<file path="src/rtl/mod1_2.sv">
// mod1_2: third radix-2 FFT stage, distance-8 butterflies on the add/sub groups, -j twiddle on sub-group difference
//
// Ports:
//   clk, rstn (async active-low)
//   alert_mod11          first-valid pulse from mod1_1
//   din_{R,Q}_add_1/2    add-group samples, DEPTH lanes of signed DIN_WIDTH
//   din_{R,Q}_sub_1/2    sub-group samples, DEPTH lanes of signed DIN_WIDTH
//   dout_{R,Q}_aa/as     add-group sum / difference, DEPTH lanes of signed DOUT_WIDTH
//   dout_{R,Q}_sa/ss     sub-group sum / (difference * -j), DEPTH lanes of signed DOUT_WIDTH
//   alert_mod12          first-valid pulse to the next stage, 2 cycles after alert_mod11
module mod1_2 #(
    parameter int DIN_WIDTH  = 15,
    parameter int DOUT_WIDTH = 16,
    parameter int DEPTH      = 8,
    parameter int FRAME_LEN  = 16
) (
    input  logic                                 clk,
    input  logic                                 rstn,
    input  logic                                 alert_mod11,
    input  logic [DEPTH-1:0][DIN_WIDTH-1:0]      din_R_add_1,
    input  logic [DEPTH-1:0][DIN_WIDTH-1:0]      din_R_add_2,
    input  logic [DEPTH-1:0][DIN_WIDTH-1:0]      din_R_sub_1,
    input  logic [DEPTH-1:0][DIN_WIDTH-1:0]      din_R_sub_2,
    input  logic [DEPTH-1:0][DIN_WIDTH-1:0]      din_Q_add_1,
    input  logic [DEPTH-1:0][DIN_WIDTH-1:0]      din_Q_add_2,
    input  logic [DEPTH-1:0][DIN_WIDTH-1:0]      din_Q_sub_1,
    input  logic [DEPTH-1:0][DIN_WIDTH-1:0]      din_Q_sub_2,
    output logic [DEPTH-1:0][DOUT_WIDTH-1:0]     dout_R_aa,
    output logic [DEPTH-1:0][DOUT_WIDTH-1:0]     dout_R_as,
    output logic [DEPTH-1:0][DOUT_WIDTH-1:0]     dout_R_sa,
    output logic [DEPTH-1:0][DOUT_WIDTH-1:0]     dout_R_ss,
    output logic [DEPTH-1:0][DOUT_WIDTH-1:0]     dout_Q_aa,
    output logic [DEPTH-1:0][DOUT_WIDTH-1:0]     dout_Q_as,
    output logic [DEPTH-1:0][DOUT_WIDTH-1:0]     dout_Q_sa,
    output logic [DEPTH-1:0][DOUT_WIDTH-1:0]     dout_Q_ss,
    output logic                                 alert_mod12
);
    localparam int CW = $clog2(FRAME_LEN);
    localparam logic [0:0] IDLE = 1'b0;
    localparam logic [0:0] RUN  = 1'b1;

    logic [0:0]    state;
    logic [CW-1:0] cnt;
    logic          active;
    logic          frame_end;
    logic          tag;

    logic [DEPTH-1:0][DOUT_WIDTH-1:0] n_aa_r, n_as_r, n_sa_r, n_d_r;
    logic [DEPTH-1:0][DOUT_WIDTH-1:0] n_aa_q, n_as_q, n_sa_q, n_d_q;
    logic [DEPTH-1:0][DOUT_WIDTH-1:0] aa_r, as_r, sa_r, d_r;
    logic [DEPTH-1:0][DOUT_WIDTH-1:0] aa_q, as_q, sa_q, d_q;
    logic [DEPTH-1:0][DOUT_WIDTH-1:0] neg_d_r;

    function automatic logic [DOUT_WIDTH-1:0] ext(input logic [DIN_WIDTH-1:0] x);
        return DOUT_WIDTH'($signed(x));
    endfunction

    // cnt holds the index of the current input cycle while in RUN; the alert
    // cycle itself is index 0, so RUN covers indices 1..FRAME_LEN-1 and the
    // frame has exactly FRAME_LEN active cycles.
    assign active    = alert_mod11 || state == RUN;
    assign frame_end = state == RUN && cnt == CW'(FRAME_LEN - 1);

    always_ff @(posedge clk or negedge rstn) begin
        if (!rstn) begin
            state <= IDLE;
            cnt   <= '0;
        end else if (alert_mod11) begin
            state <= RUN;
            cnt   <= CW'(1);
        end else if (frame_end) begin
            state <= IDLE;
            cnt   <= '0;
        end else if (state == RUN) begin
            cnt <= cnt + CW'(1);
        end
    end

    // Operands are sign-extended by one bit first, so sums and differences
    // cannot overflow and negating the widened difference never wraps.
    always_comb begin
        n_aa_r  = '0;
        n_as_r  = '0;
        n_sa_r  = '0;
        n_d_r   = '0;
        n_aa_q  = '0;
        n_as_q  = '0;
        n_sa_q  = '0;
        n_d_q   = '0;
        neg_d_r = '0;
        for (int k = 0; k < DEPTH; k++) begin
            n_aa_r[k]  = ext(din_R_add_1[k]) + ext(din_R_add_2[k]);
            n_as_r[k]  = ext(din_R_add_1[k]) - ext(din_R_add_2[k]);
            n_sa_r[k]  = ext(din_R_sub_1[k]) + ext(din_R_sub_2[k]);
            n_d_r[k]   = ext(din_R_sub_1[k]) - ext(din_R_sub_2[k]);
            n_aa_q[k]  = ext(din_Q_add_1[k]) + ext(din_Q_add_2[k]);
            n_as_q[k]  = ext(din_Q_add_1[k]) - ext(din_Q_add_2[k]);
            n_sa_q[k]  = ext(din_Q_sub_1[k]) + ext(din_Q_sub_2[k]);
            n_d_q[k]   = ext(din_Q_sub_1[k]) - ext(din_Q_sub_2[k]);
            neg_d_r[k] = -d_r[k];
        end
    end

    always_ff @(posedge clk or negedge rstn) begin
        if (!rstn) begin
            {aa_r, as_r, sa_r, d_r} <= '0;
            {aa_q, as_q, sa_q, d_q} <= '0;
            tag                     <= 1'b0;
        end else begin
            aa_r <= active ? n_aa_r : '0;
            as_r <= active ? n_as_r : '0;
            sa_r <= active ? n_sa_r : '0;
            d_r  <= active ? n_d_r  : '0;
            aa_q <= active ? n_aa_q : '0;
            as_q <= active ? n_as_q : '0;
            sa_q <= active ? n_sa_q : '0;
            d_q  <= active ? n_d_q  : '0;
            tag  <= alert_mod11;
        end
    end

    // Multiplying by -j: (dr + j*dq) * -j = dq - j*dr.
    always_ff @(posedge clk or negedge rstn) begin
        if (!rstn) begin
            {dout_R_aa, dout_R_as, dout_R_sa, dout_R_ss} <= '0;
            {dout_Q_aa, dout_Q_as, dout_Q_sa, dout_Q_ss} <= '0;
            alert_mod12                                  <= 1'b0;
        end else begin
            dout_R_aa   <= aa_r;
            dout_R_as   <= as_r;
            dout_R_sa   <= sa_r;
            dout_R_ss   <= d_q;
            dout_Q_aa   <= aa_q;
            dout_Q_as   <= as_q;
            dout_Q_sa   <= sa_q;
            dout_Q_ss   <= neg_d_r;
            alert_mod12 <= tag;
        end
    end
endmodule

</file>
<file path="config.mk">
export PLATFORM = sky130hd
export DESIGN_NAME = mod1_2
export DESIGN_NICKNAME = d
export VERILOG_FILES = /design/src/rtl/mod1_2.sv
export SDC_FILE = /design/constraint.sdc
export NUM_CORES = 2
export LEC_CHECK = 0
export CORE_AREA = 3 3 765 767
export CTS_CLUSTER_DIAMETER = 120
export DETAILED_ROUTE_END_ITERATION = 8
export DIE_AREA = 0 0 768 770
export PLACE_DENSITY = 0.32
export SYNTH_ARGS = -nofsm -noshare
export SYNTH_HDL_FRONTEND = slang
export SYNTH_SLANG_ARGS = --single-unit
</file>
<file path="constraint.sdc">
create_clock -name clk -period 3.07 [get_ports clk]
set_input_delay 0.614 -clock clk [delete_from_list [all_inputs] [get_ports clk]]
set_output_delay 0.614 -clock clk [all_outputs]
set_load 0.01 [all_outputs]
</file>
==> results.md <==
* Crit. End Element: output pin
* Final hold slack at 0.246 ns
* Share of cells above drive strength 1 at 16.9%
* CTS max path bufs at 4
* WL final at 546000 um
* Chip Width at 768 um
* Total clock sinks at 1991
* Yosys cell types at 95
* Total number of vias at 82879
* Peak VDD IR at 0.361 mV
* Final Skew at 0.0644 ns
* Final Cell Area at 0.150 sq mm
* Relative slew slack at 40.5%
* Starting Density at 17.2%
* Slew Viols, Final at 0
* WP buf/inv at 1
* Largest net degree at the start of global routing at 106
* Leakage at 0.0681 uW
* Antenna violations before repair at 309
* Worst Slack Setup Final at 0.139 ns
* Buffers on Ports at 1987
* DRT iter0 DRCs at 4308
* Final Hold Vio Count at 0
* Die area at 0.591 sq mm
* Clk Latency, worst-skew pair at 0.92 ns
* Cell taking the most area after synthesis: dfrtp_1
* DRC errors left at 0
* Core outline area at 0.578 sq mm
* Post-synth EDFFs at 0
* Post-synth top area share at 50.0%
* Largest cells by area after synthesis: dfrtp_1 50%, ha_1 13%, nor2_1 5.1%, xnor2_1 4.9%, a21oi_1 3.5%
* Crit path cell chain: clkdlybuf4s50_1
* Required @ worst endpoint at 2.46 ns
* Post-CTS setup buffer count at 0
* Synthesized area at 0.0996 sq mm
* Syn-to-layout area delta at 51.1%
* GRT overflow at 0
* DP Worst Slack at -0.929 ns
* Final Critical Period at 2.93 ns
* Antenna Nets Post-Route at 0
* GR Util met2 at 31.2%
* Clock transition at path regs at 0.06 ns
* Maxcap violations at 0
* Vias in the first global route at 87900
* Io pins at 1988
* Reg area at 0.0498 sq mm
* Layout net count at 15203
* Avg Cell Area, Syn at 10.4 sq um
* Post-Syn Nets at 11642
* Critical-path top delay cell: clkdlybuf4s50_1
* Setup CP Type: reg -> out
* Flop2flop setup slack at 0.83 ns
* Fmax at 341 MHz
* Crit-path leading delay family: buffers and inverters
* Worst-margin pin slew at 0.893 ns
* Drt pass-1 iters at 5
* Cell Pwr Density at 627 mW/mm^2
* Period utilisation layout at 95.5%
* Endpoint arrival time on the critical path at 2.32 ns
* Slowest cell delay on critical path at 0.94 ns
* CTS root buffer: clkbuf_16
* Placed Area at 0.141 sq mm
* Post-Place Cells at 20623
* Final std cells w/o fill at 21188
* Via density at 3.91
* Routed WL per cell at 25.8 um
* Async S/R FF share, synth at 100%
* # setup viols final at 0
* FF+latch count, synth at 1991
* Critical path startpoint category: flip-flop
* Grt met1 use at 21.1%
* Mapped Cells at 9614
* Main synth FF type: dfrtp_1
* Fill cells at 62098
* Overall power at 94400 uW
* CTS buffer count at 276
* Status: finished, final reports clean
* H-Tree Depth at 5
* GPL Wtd Cong at 0.864
* Worst-path fanout max at 2
* Rows at 279
* Yosys Warn Count at 0
* Area occupied by multi-input gates at 0.0447 sq mm
* Register area share after synthesis at 50.0%
* RSZ-0062 raised after global routing: no
* GR peak layer: met2
* CTS tree: built
* Global-route wire length before repair at 742000 um
* Total track usage at 17.9%
* Type of the worst min-delay path: in -> async
* M3 GR Usage at 6.11%
* Die Height at 770 um
* Dpl hpwl at 467000 um
[cell usage after synthesis, types with 78 or more instances]
library cell / number
a21o_1: 121
clkbuf_1: 289
nand2_1: 256
nor2_1: 1342
o21ai_0: 339
a21oi_1: 698
nand2b_1: 169
nor3_1: 228
xnor2_1: 561
nor2b_1: 172
ha_1: 1001
xor2_1: 178
or3_1: 83
o21bai_1: 97
inv_1: 927
nor4_1: 78
dfrtp_1: 1991
[power breakdown]
| group | switching (uW) | internal (uW) | leakage, uW |
|---|---|---|---|
| sequential | 3210 | 31500 | 0.0233 |
| combinational | 14000 | 12400 | 0.0402 |
| clock | 13400 | 19800 | 0.00455 |
[final timing paths]
kind / endpoint / cells after the start / start
worst max-delay path: dout_R_sa[32] / 1 / dout_Q_ss[32]
min in group clk: dout_R_sa[99] / 0 / sa_r[99]
max in group asynchronous: dout_Q_aa[10] / 3 / rstn
worst min register to register: dout_R_sa[99] / 0 / sa_r[99]
worst max register to register: dout_Q_ss[77] / 7 / d_r[67]
worst min-delay path: dout_R_sa[116] / 2 / rstn
[state kept, by name, summed over array words and instances, names as in the netlist, 121 cells and up]
signal	cells
dout_Q_as	128
as_r	128
dout_Q_ss	128
dout_R_as	128
sa_r	127
as_q	128
d_q	128
d_r	121
dout_Q_sa	128
[layout by cell type (no fill, tap or decap), drive strengths merged, types with 83 or more instances in the layout]
cell type      count
dfrtp           1991
clkdlybuf4s50   1964
buf             1686
nor2            1342
ha              1001
inv              947
a21oi            702
xnor2            561
clkbuf           377
o21ai            364
nand2            256
nor3             229
xor2             178
nor2b            172
nand2b           169
a21o             121
o21bai            97
or3               83
[per-layer routing]
metal	up-vias	routed length [um]
li1	39144	-
met1	40462	220000
met2	2307	266000
met3	810	44100
met4	156	15100
met5	-	1030
[repair_timing]
action	in CTS	in global routing
hold buffers	1	0
endpoints found under the setup margin	11	2
gates cloned	0	0
gates resized for setup	9	2
hold endpoints to repair	22	0
[final cells by class]
| cell class | count | area share [%] |
|---|---|---|
| antenna | 71 | 0.118 |
| clock buffer | 377 | 5.25 |
| clock inverter | 116 | 0.969 |
| inverter | 931 | 2.32 |
| multi-input combinational | 6320 | 29.7 |
| sequential | 1991 | 33.1 |
| tap | 7727 | 6.43 |
| timing repair buffer | 3655 | 22.1 |
[per-stage QoR]
stage | utilization, % | TNS [ns]
after floorplan | - | 0
after global placement | 24.4 | -109.10
after detailed placement | 24.4 | -106.29
after CTS | 26.0 | 0
after global routing | 26.0 | 0
final | 26.0 | 0
[cell families after synthesis]
family,after synthesis,share of synthesized area (%)
buf+inv,1303,5.09
fa+ha+maj,1065,13.9
xor+xnor,739,6.50
simple gates,2597,12.1
compound gates,1885,12.1
mux,34,0.343
flops,1991,50.0
Power figures use the tool's default switching activity.
